[src/rtl/detector_paridade_pkg.sv]
// Shared types for the framed serial parity checker.
// FSM state, parity mode and bit-counter sizing helper.
package detector_paridade_pkg;

    typedef enum logic [1:0] {
        IDLE   = 2'd0,
        DATA   = 2'd1,
        PARITY = 2'd2
    } state_e;

    typedef enum logic {
        PAR_EVEN = 1'b0,
        PAR_ODD  = 1'b1
    } par_mode_e;

    localparam int DEFAULT_DATA_BITS = 8;

    function automatic int bit_cnt_width(input int data_bits);
        return $clog2(data_bits + 1);
    endfunction

    localparam int DEFAULT_CNT_BITS = bit_cnt_width(DEFAULT_DATA_BITS);

endpackage

[src/rtl/contador_saturado.sv]
// Saturating up-counter with synchronous clear.
// Clear has priority over increment.
module contador_saturado #(
    parameter int WIDTH = 8
) (
    input  logic             clk,
    input  logic             reset,
    input  logic             inc,
    input  logic             clr,
    output logic [WIDTH-1:0] count
);

    logic [WIDTH-1:0] count_q;
    logic [WIDTH-1:0] count_d;

    always_comb begin
        count_d = count_q;
        if (clr) begin
            count_d = '0;
        end else if (inc && (count_q != '1)) begin
            count_d = count_q + 1'b1;
        end
    end

    always_ff @(posedge clk or negedge reset) begin
        if (!reset) begin
            count_q <= '0;
        end else begin
            count_q <= count_d;
        end
    end

    assign count = count_q;

endmodule

[src/rtl/detector_paridade_quadro.sv]
// Framed serial parity checker: DATA_BITS data bits plus one parity bit
// per frame, runtime even/odd mode, saturating error count.
module detector_paridade_quadro
    import detector_paridade_pkg::*;
#(
    parameter int DATA_BITS = 8,
    parameter int CNT_W     = 8
) (
    input  logic             clk,
    input  logic             reset,
    input  logic             in_valid,
    input  logic             in_bit,
    input  logic             sof,
    input  logic             odd_mode,
    input  logic             clr_count,
    output logic             out_bit,
    output logic             busy,
    output logic             frame_done,
    output logic             parity_err,
    output logic             frame_abort,
    output logic [CNT_W-1:0] err_count
);

    localparam int BW = bit_cnt_width(DATA_BITS);
    localparam logic [BW-1:0] LAST_CNT = BW'(DATA_BITS - 1);
    localparam logic [BW-1:0] FIRST_CNT = BW'(1);

    state_e          state_q, state_d;
    logic [BW-1:0]   bit_cnt_q, bit_cnt_d;
    par_mode_e       mode_q, mode_d;
    logic            out_bit_q, out_bit_d;
    logic            busy_q, busy_d;
    logic            frame_done_q, frame_done_d;
    logic            parity_err_q, parity_err_d;
    logic            frame_abort_q, frame_abort_d;
    logic            err;
    logic            err_inc;

    always_comb begin
        state_d       = state_q;
        bit_cnt_d     = bit_cnt_q;
        mode_d        = mode_q;
        out_bit_d     = out_bit_q;
        frame_done_d  = 1'b0;
        parity_err_d  = parity_err_q;
        frame_abort_d = 1'b0;
        err           = 1'b0;
        err_inc       = 1'b0;

        if (in_valid) begin
            // sof always starts a fresh frame, abandoning any open one
            if (sof) begin
                mode_d        = par_mode_e'(odd_mode);
                out_bit_d     = in_bit;
                bit_cnt_d     = FIRST_CNT;
                state_d       = (DATA_BITS == 1) ? PARITY : DATA;
                frame_abort_d = (state_q != IDLE);
            end else begin
                unique case (state_q)
                    DATA: begin
                        out_bit_d = out_bit_q ^ in_bit;
                        bit_cnt_d = bit_cnt_q + 1'b1;
                        if (bit_cnt_q == LAST_CNT) begin
                            state_d = PARITY;
                        end
                    end
                    PARITY: begin
                        err          = out_bit_q ^ in_bit ^ mode_q;
                        frame_done_d = 1'b1;
                        parity_err_d = err;
                        err_inc      = err;
                        state_d      = IDLE;
                    end
                    default: begin
                    end
                endcase
            end
        end

        busy_d = (state_d != IDLE);
    end

    always_ff @(posedge clk or negedge reset) begin
        if (!reset) begin
            state_q       <= IDLE;
            bit_cnt_q     <= '0;
            mode_q        <= PAR_EVEN;
            out_bit_q     <= 1'b0;
            busy_q        <= 1'b0;
            frame_done_q  <= 1'b0;
            parity_err_q  <= 1'b0;
            frame_abort_q <= 1'b0;
        end else begin
            state_q       <= state_d;
            bit_cnt_q     <= bit_cnt_d;
            mode_q        <= mode_d;
            out_bit_q     <= out_bit_d;
            busy_q        <= busy_d;
            frame_done_q  <= frame_done_d;
            parity_err_q  <= parity_err_d;
            frame_abort_q <= frame_abort_d;
        end
    end

    contador_saturado #(
        .WIDTH (CNT_W)
    ) u_err_cnt (
        .clk   (clk),
        .reset (reset),
        .inc   (err_inc),
        .clr   (clr_count),
        .count (err_count)
    );

    assign out_bit     = out_bit_q;
    assign busy        = busy_q;
    assign frame_done  = frame_done_q;
    assign parity_err  = parity_err_q;
    assign frame_abort = frame_abort_q;

endmodule

[config.mk]
export PLATFORM = sky130hd
export DESIGN_NAME = detector_paridade_quadro
export DESIGN_NICKNAME = d
export VERILOG_FILES = /design/src/rtl/detector_paridade_pkg.sv /design/src/rtl/contador_saturado.sv /design/src/rtl/detector_paridade_quadro.sv
export SDC_FILE = /design/constraint.sdc
export NUM_CORES = 1
export LEC_CHECK = 0
export BUFFER_PORTS_ARGS = -buffer_cell sky130_fd_sc_hd__buf_2
export CELL_PAD_IN_SITES_DETAIL_PLACEMENT = 1
export CELL_PAD_IN_SITES_GLOBAL_PLACEMENT = 2
export CORE_UTILIZATION = 33
export CTS_CLUSTER_DIAMETER = 150
export DETAILED_ROUTE_END_ITERATION = 10
export PLACE_DENSITY = 0.82
export SYNTH_ARGS = -nofsm -noshare
export SYNTH_HDL_FRONTEND = slang
export SYNTH_SLANG_ARGS = --single-unit
export TNS_END_PERCENT = 10
[constraint.sdc]
create_clock -name clk -period 2.2 [get_ports clk]
set_input_delay 0.22 -clock clk [delete_from_list [all_inputs] [get_ports clk]]
set_output_delay 0.22 -clock clk [all_outputs]
set_load 0.005 [all_outputs]
==> reports/summary.log <==
INFO  status         outcome=finished clean
INFO  power_and_ir_drop internal_power=0.763mW
INFO  critical_path  crit_arrival=1.97ns
INFO  detailed_routing antenna_left=0
INFO  power_and_ir_drop power_per_cell_area=871nW/um^2
INFO  clocking       worst_skew_pair.late_latency=0.31ns
INFO  critical_path  timing.critical_path.to_type=register
INFO  finish         area_delta_synth_final=16.5%
INFO  synthesis      netlist_instances=112
INFO  power_and_ir_drop peakVddDrop=335uV
INFO  critical_path  cp_slowest_stage_delay=0.42ns
INFO  critical_path  worst-r2r-cell-count=6
INFO  clocking       cts.htree.levels=1
INFO  detailed_routing drt_drc_violations_left=0
INFO  critical_path  criticalPathCategory=reg2reg
INFO  synthesis      synth.top_cells.by_area=dfrtp_1, ha_1, a21oi_1
INFO  synthesis      synth.most_common_cell=dfrtp_1
INFO  synthesis      synth_compound_area_share=18.3%
INFO  sta            report.final.slew_viol_count=0
INFO  synthesis      yosys.area_share.xor_xnor=2.29%
INFO  sta            clock-skew-final=0.00379ns
INFO  placement      detailed_place_hpwl=1800microns
INFO  clocking       clkSinkCount=20
INFO  hold_path      worst_hold_path.num_cells=2
INFO  placement      placement.io_buffers=19
INFO  finish         layout.area.seq=500squm
INFO  placement      finalWeightedCongestion=0.727
INFO  clocking       clk_pin_slew_worst_paths=0.13ns
INFO  synthesis      multiplexer_area_fraction_after_synthesis=2.97%
INFO  global_routing initial_antenna_violation_count=0
INFO  power_and_ir_drop power_leakage=0.594nW
INFO  sta            rsz0062_at_grt=no
INFO  synthesis      synth_area_in_simple_gates=20.0%
INFO  floorplan      floorplan.rows=20
INFO  finish         filler_cell_count=392
INFO  sta            finalSetupViolCount=0
INFO  floorplan      total_die_area=3550squm
INFO  power_and_ir_drop sequential_power_share=45.2%
INFO  detailed_routing detail_route.iter0.violations=18
INFO  sta            timing.slew.headroom=69.8%
INFO  clocking       cts.hold.buffers_added=1
INFO  clocking       cts_resized=0
INFO  synthesis      synth-edff-count=0
INFO  clocking       tritoncts=built
INFO  detailed_routing drt-pass1-iter-count=4
INFO  synthesis      mapped_area=1090squm
INFO  finish         multi_input_area=539squm
INFO  synthesis      synth_top_family_by_area=simple AND/OR/NAND/NOR gates
INFO  critical_path  critPathRequiredTime=2.40ns
INFO  power_and_ir_drop power=1.11mW
INFO  detailed_routing detailed_route_vias_per_instance=5.20
INFO  sta            setup_tns=0ns
INFO  finish         final_core_util=41.1%
INFO  sta            final_min_period_over_clock_period=80.5%
INFO  global_routing grt_pass1_vias=877
INFO  synthesis      synthAdderAreaFrac=5.71%
INFO  detailed_routing totalWireLength=2440microns
INFO  sta            maxClockFrequency=0.564GHz
INFO  finish         final_net_count=143
INFO  finish         diodes=0
INFO  global_routing grt_pass1_wl=4230microns
INFO  synthesis      post_synth_most_frequent_cells=dfrtp_1, nand2_1, nor2_1
INFO  critical_path  path_max_fanout=5
INFO  global_routing grt_remaining_overflow=0
INFO  critical_path  cp_cell_sequence=inv_1, ha_1, and3b_1, nand2_2, a31oi_1, mux2_1
INFO  detailed_routing route.vias.total=905
INFO  floorplan      start_util=35.3%
INFO  clocking       cts_root_buf=clkbuf_4
INFO  hold_path      min-delay-path-class=in2reg
INFO  critical_path  path_depth=6
INFO  synthesis      synth_area_per_cell=9.78squm
INFO  sta            layout_min_cycle_time=1.77ns
INFO  synthesis      synthesis_stage_register_bit_count=20
INFO  synthesis      synth_top_cell_by_area=dfrtp_1
INFO  power_and_ir_drop p_clk_share=27.8%
INFO  critical_path  cp-start-kind=register
INFO  global_routing grt.total_usage=16.4%
INFO  critical_path  slowest_stage=dfrtp_1
INFO  flow_run       maxCapViolCount=0
INFO  floorplan      io_pins=20
INFO  synthesis      yosys.area.top_type_share=45.7%
INFO  critical_path  timing.critical_path.max_delay_family=flip-flops
INFO  clocking       postCtsSetupRepairBufs=0
INFO  synthesis      yosysUniqueCellTypes=37
INFO  synthesis      synth_async_sr_flop_share=100%
INFO  synthesis      yosysWarningCount=0
INFO  critical_path  worst-path-buf-inv=1
INFO  critical_path  setup_slack_on_the_worst_flop_to_flop_path=0.43ns
INFO  sta            worst_pin_slew=0.453ns
INFO  detailed_routing wire_per_inst=14.0microns
INFO  synthesis      synth_flop_cell=dfrtp_1
INFO  synthesis      postSynthNetCount=124
INFO  global_routing grt_max_degree=21
INFO  clocking       cts_buffers=3
INFO  finish         drive_above_1_share=22.3%
INFO  power_and_ir_drop comb_power_share=27.0%
INFO  floorplan      fp.dieH=59.6microns
INFO  clocking       maximum_root_to_sink_buffer_count=2
INFO  synthesis      share_of_the_yosys_chip_area_belonging_to_registers=45.7%
INFO  power_and_ir_drop netSwitchingPower=0.348mW
INFO  sta            final-hold-violation-count=0
INFO  floorplan      coreArea=3100squm
INFO  floorplan      fp.dieW=59.6microns
INFO  power_and_ir_drop power.switching_fraction=31.3%
## stage by stage
stage          worst slack (ns)  area [sq um]  std cells  hold slack, ns
6_report                  0.428          1270        174           0.135
5_1_grt                   0.318          1270        174           0.123
4_1_cts                   0.413          1270        174           0.128
3_5_place_dp              0.484          1210        169           0.205
3_3_place_gp              0.544          1210        169           0.205
2_1_floorplan             0.607          1090        112         -0.0756
## placed cells by master, fill, tap and decap left out, types with 2 or more instances in the layout
| cell type | n |
|---|---|
| nor2b_1 | 4 |
| a211oi_1 | 2 |
| buf_2 | 19 |
| ha_1 | 5 |
| nand3_1 | 4 |
| a31oi_1 | 3 |
| nand2_1 | 10 |
| inv_1 | 6 |
| o21ai_0 | 6 |
| nor3_1 | 2 |
| nor2_1 | 10 |
| a21oi_1 | 8 |
| dfrtp_1 | 20 |
| o2bb2ai_1 | 3 |
| clkbuf_4 | 3 |
| and4b_1 | 3 |
## state kept, by name, summed over array words and instances (netlist names)
signal / cells
busy: 1
bit_cnt_q: 4
mode_q: 1
frame_done: 1
state_q: 2
u_err_cnt.count: 8
out_bit: 1
frame_abort: 1
parity_err: 1
## worst paths after layout
check,endpoint,from
max in group asynchronous,u_err_cnt.count[6]$_DFFE_PN0P_,reset
min,mode_q$_DFFE_PN0P_,odd_mode
min in group asynchronous,parity_err$_DFFE_PN0P_,reset
max,u_err_cnt.count[0]$_DFFE_PN0P_,state_q[0]$_DFF_PN0_
min reg2reg,state_q[0]$_DFF_PN0_,state_q[0]$_DFF_PN0_
max reg2reg,u_err_cnt.count[0]$_DFFE_PN0P_,state_q[0]$_DFF_PN0_
## worst register-to-register path: stages (launching register included)
cell and delay, ns:
dfrtp_1 0.42, inv_1 0.11, ha_1 0.15, and3b_1 0.24, nand2_2 0.10, a31oi_1 0.30, mux2_1 0.36
## layer usage
| metal | global-route usage, % | share of wire, % |
|---|---|---|
| met4 | 7.97 | 2.6 |
| met3 | 2.84 | 2.8 |
| met2 | 26.2 | 46 |
| met5 | 0 | 0 |
| met1 | 21.4 | 49 |
## cell families after synthesis
kind of cell / count (synthesis)
and+or+nand+nor: 41
AOI/OAI and AO/OA: 30
DFF: 20
buffers and inverters: 12
adders and majority gates: 5
muxes: 3
xor gates and xnor gates: 1
## cell type report
type	instances	share of cell area, %
Clock inverter	1	2.36
Multi-Input combinational cell	80	42.3
Sequential cell	20	39.3
Timing Repair Buffer	20	8.24
Inverter	6	1.77
Tap cell	44	4.32
Clock buffer	3	1.77
## power groups by stage
stage | Combinational [mW] | Sequential (mW) | Clock [mW]
global placement | 0.296 | 0.505 | 0
finish | 0.300 | 0.502 | 0.309
detailed placement | 0.304 | 0.511 | 0
global route | 0.347 | 0.515 | 0.335
floorplan | 0.214 | 0.499 | 0
CTS | 0.308 | 0.503 | 0.321
Power figures use the tool's default switching activity.
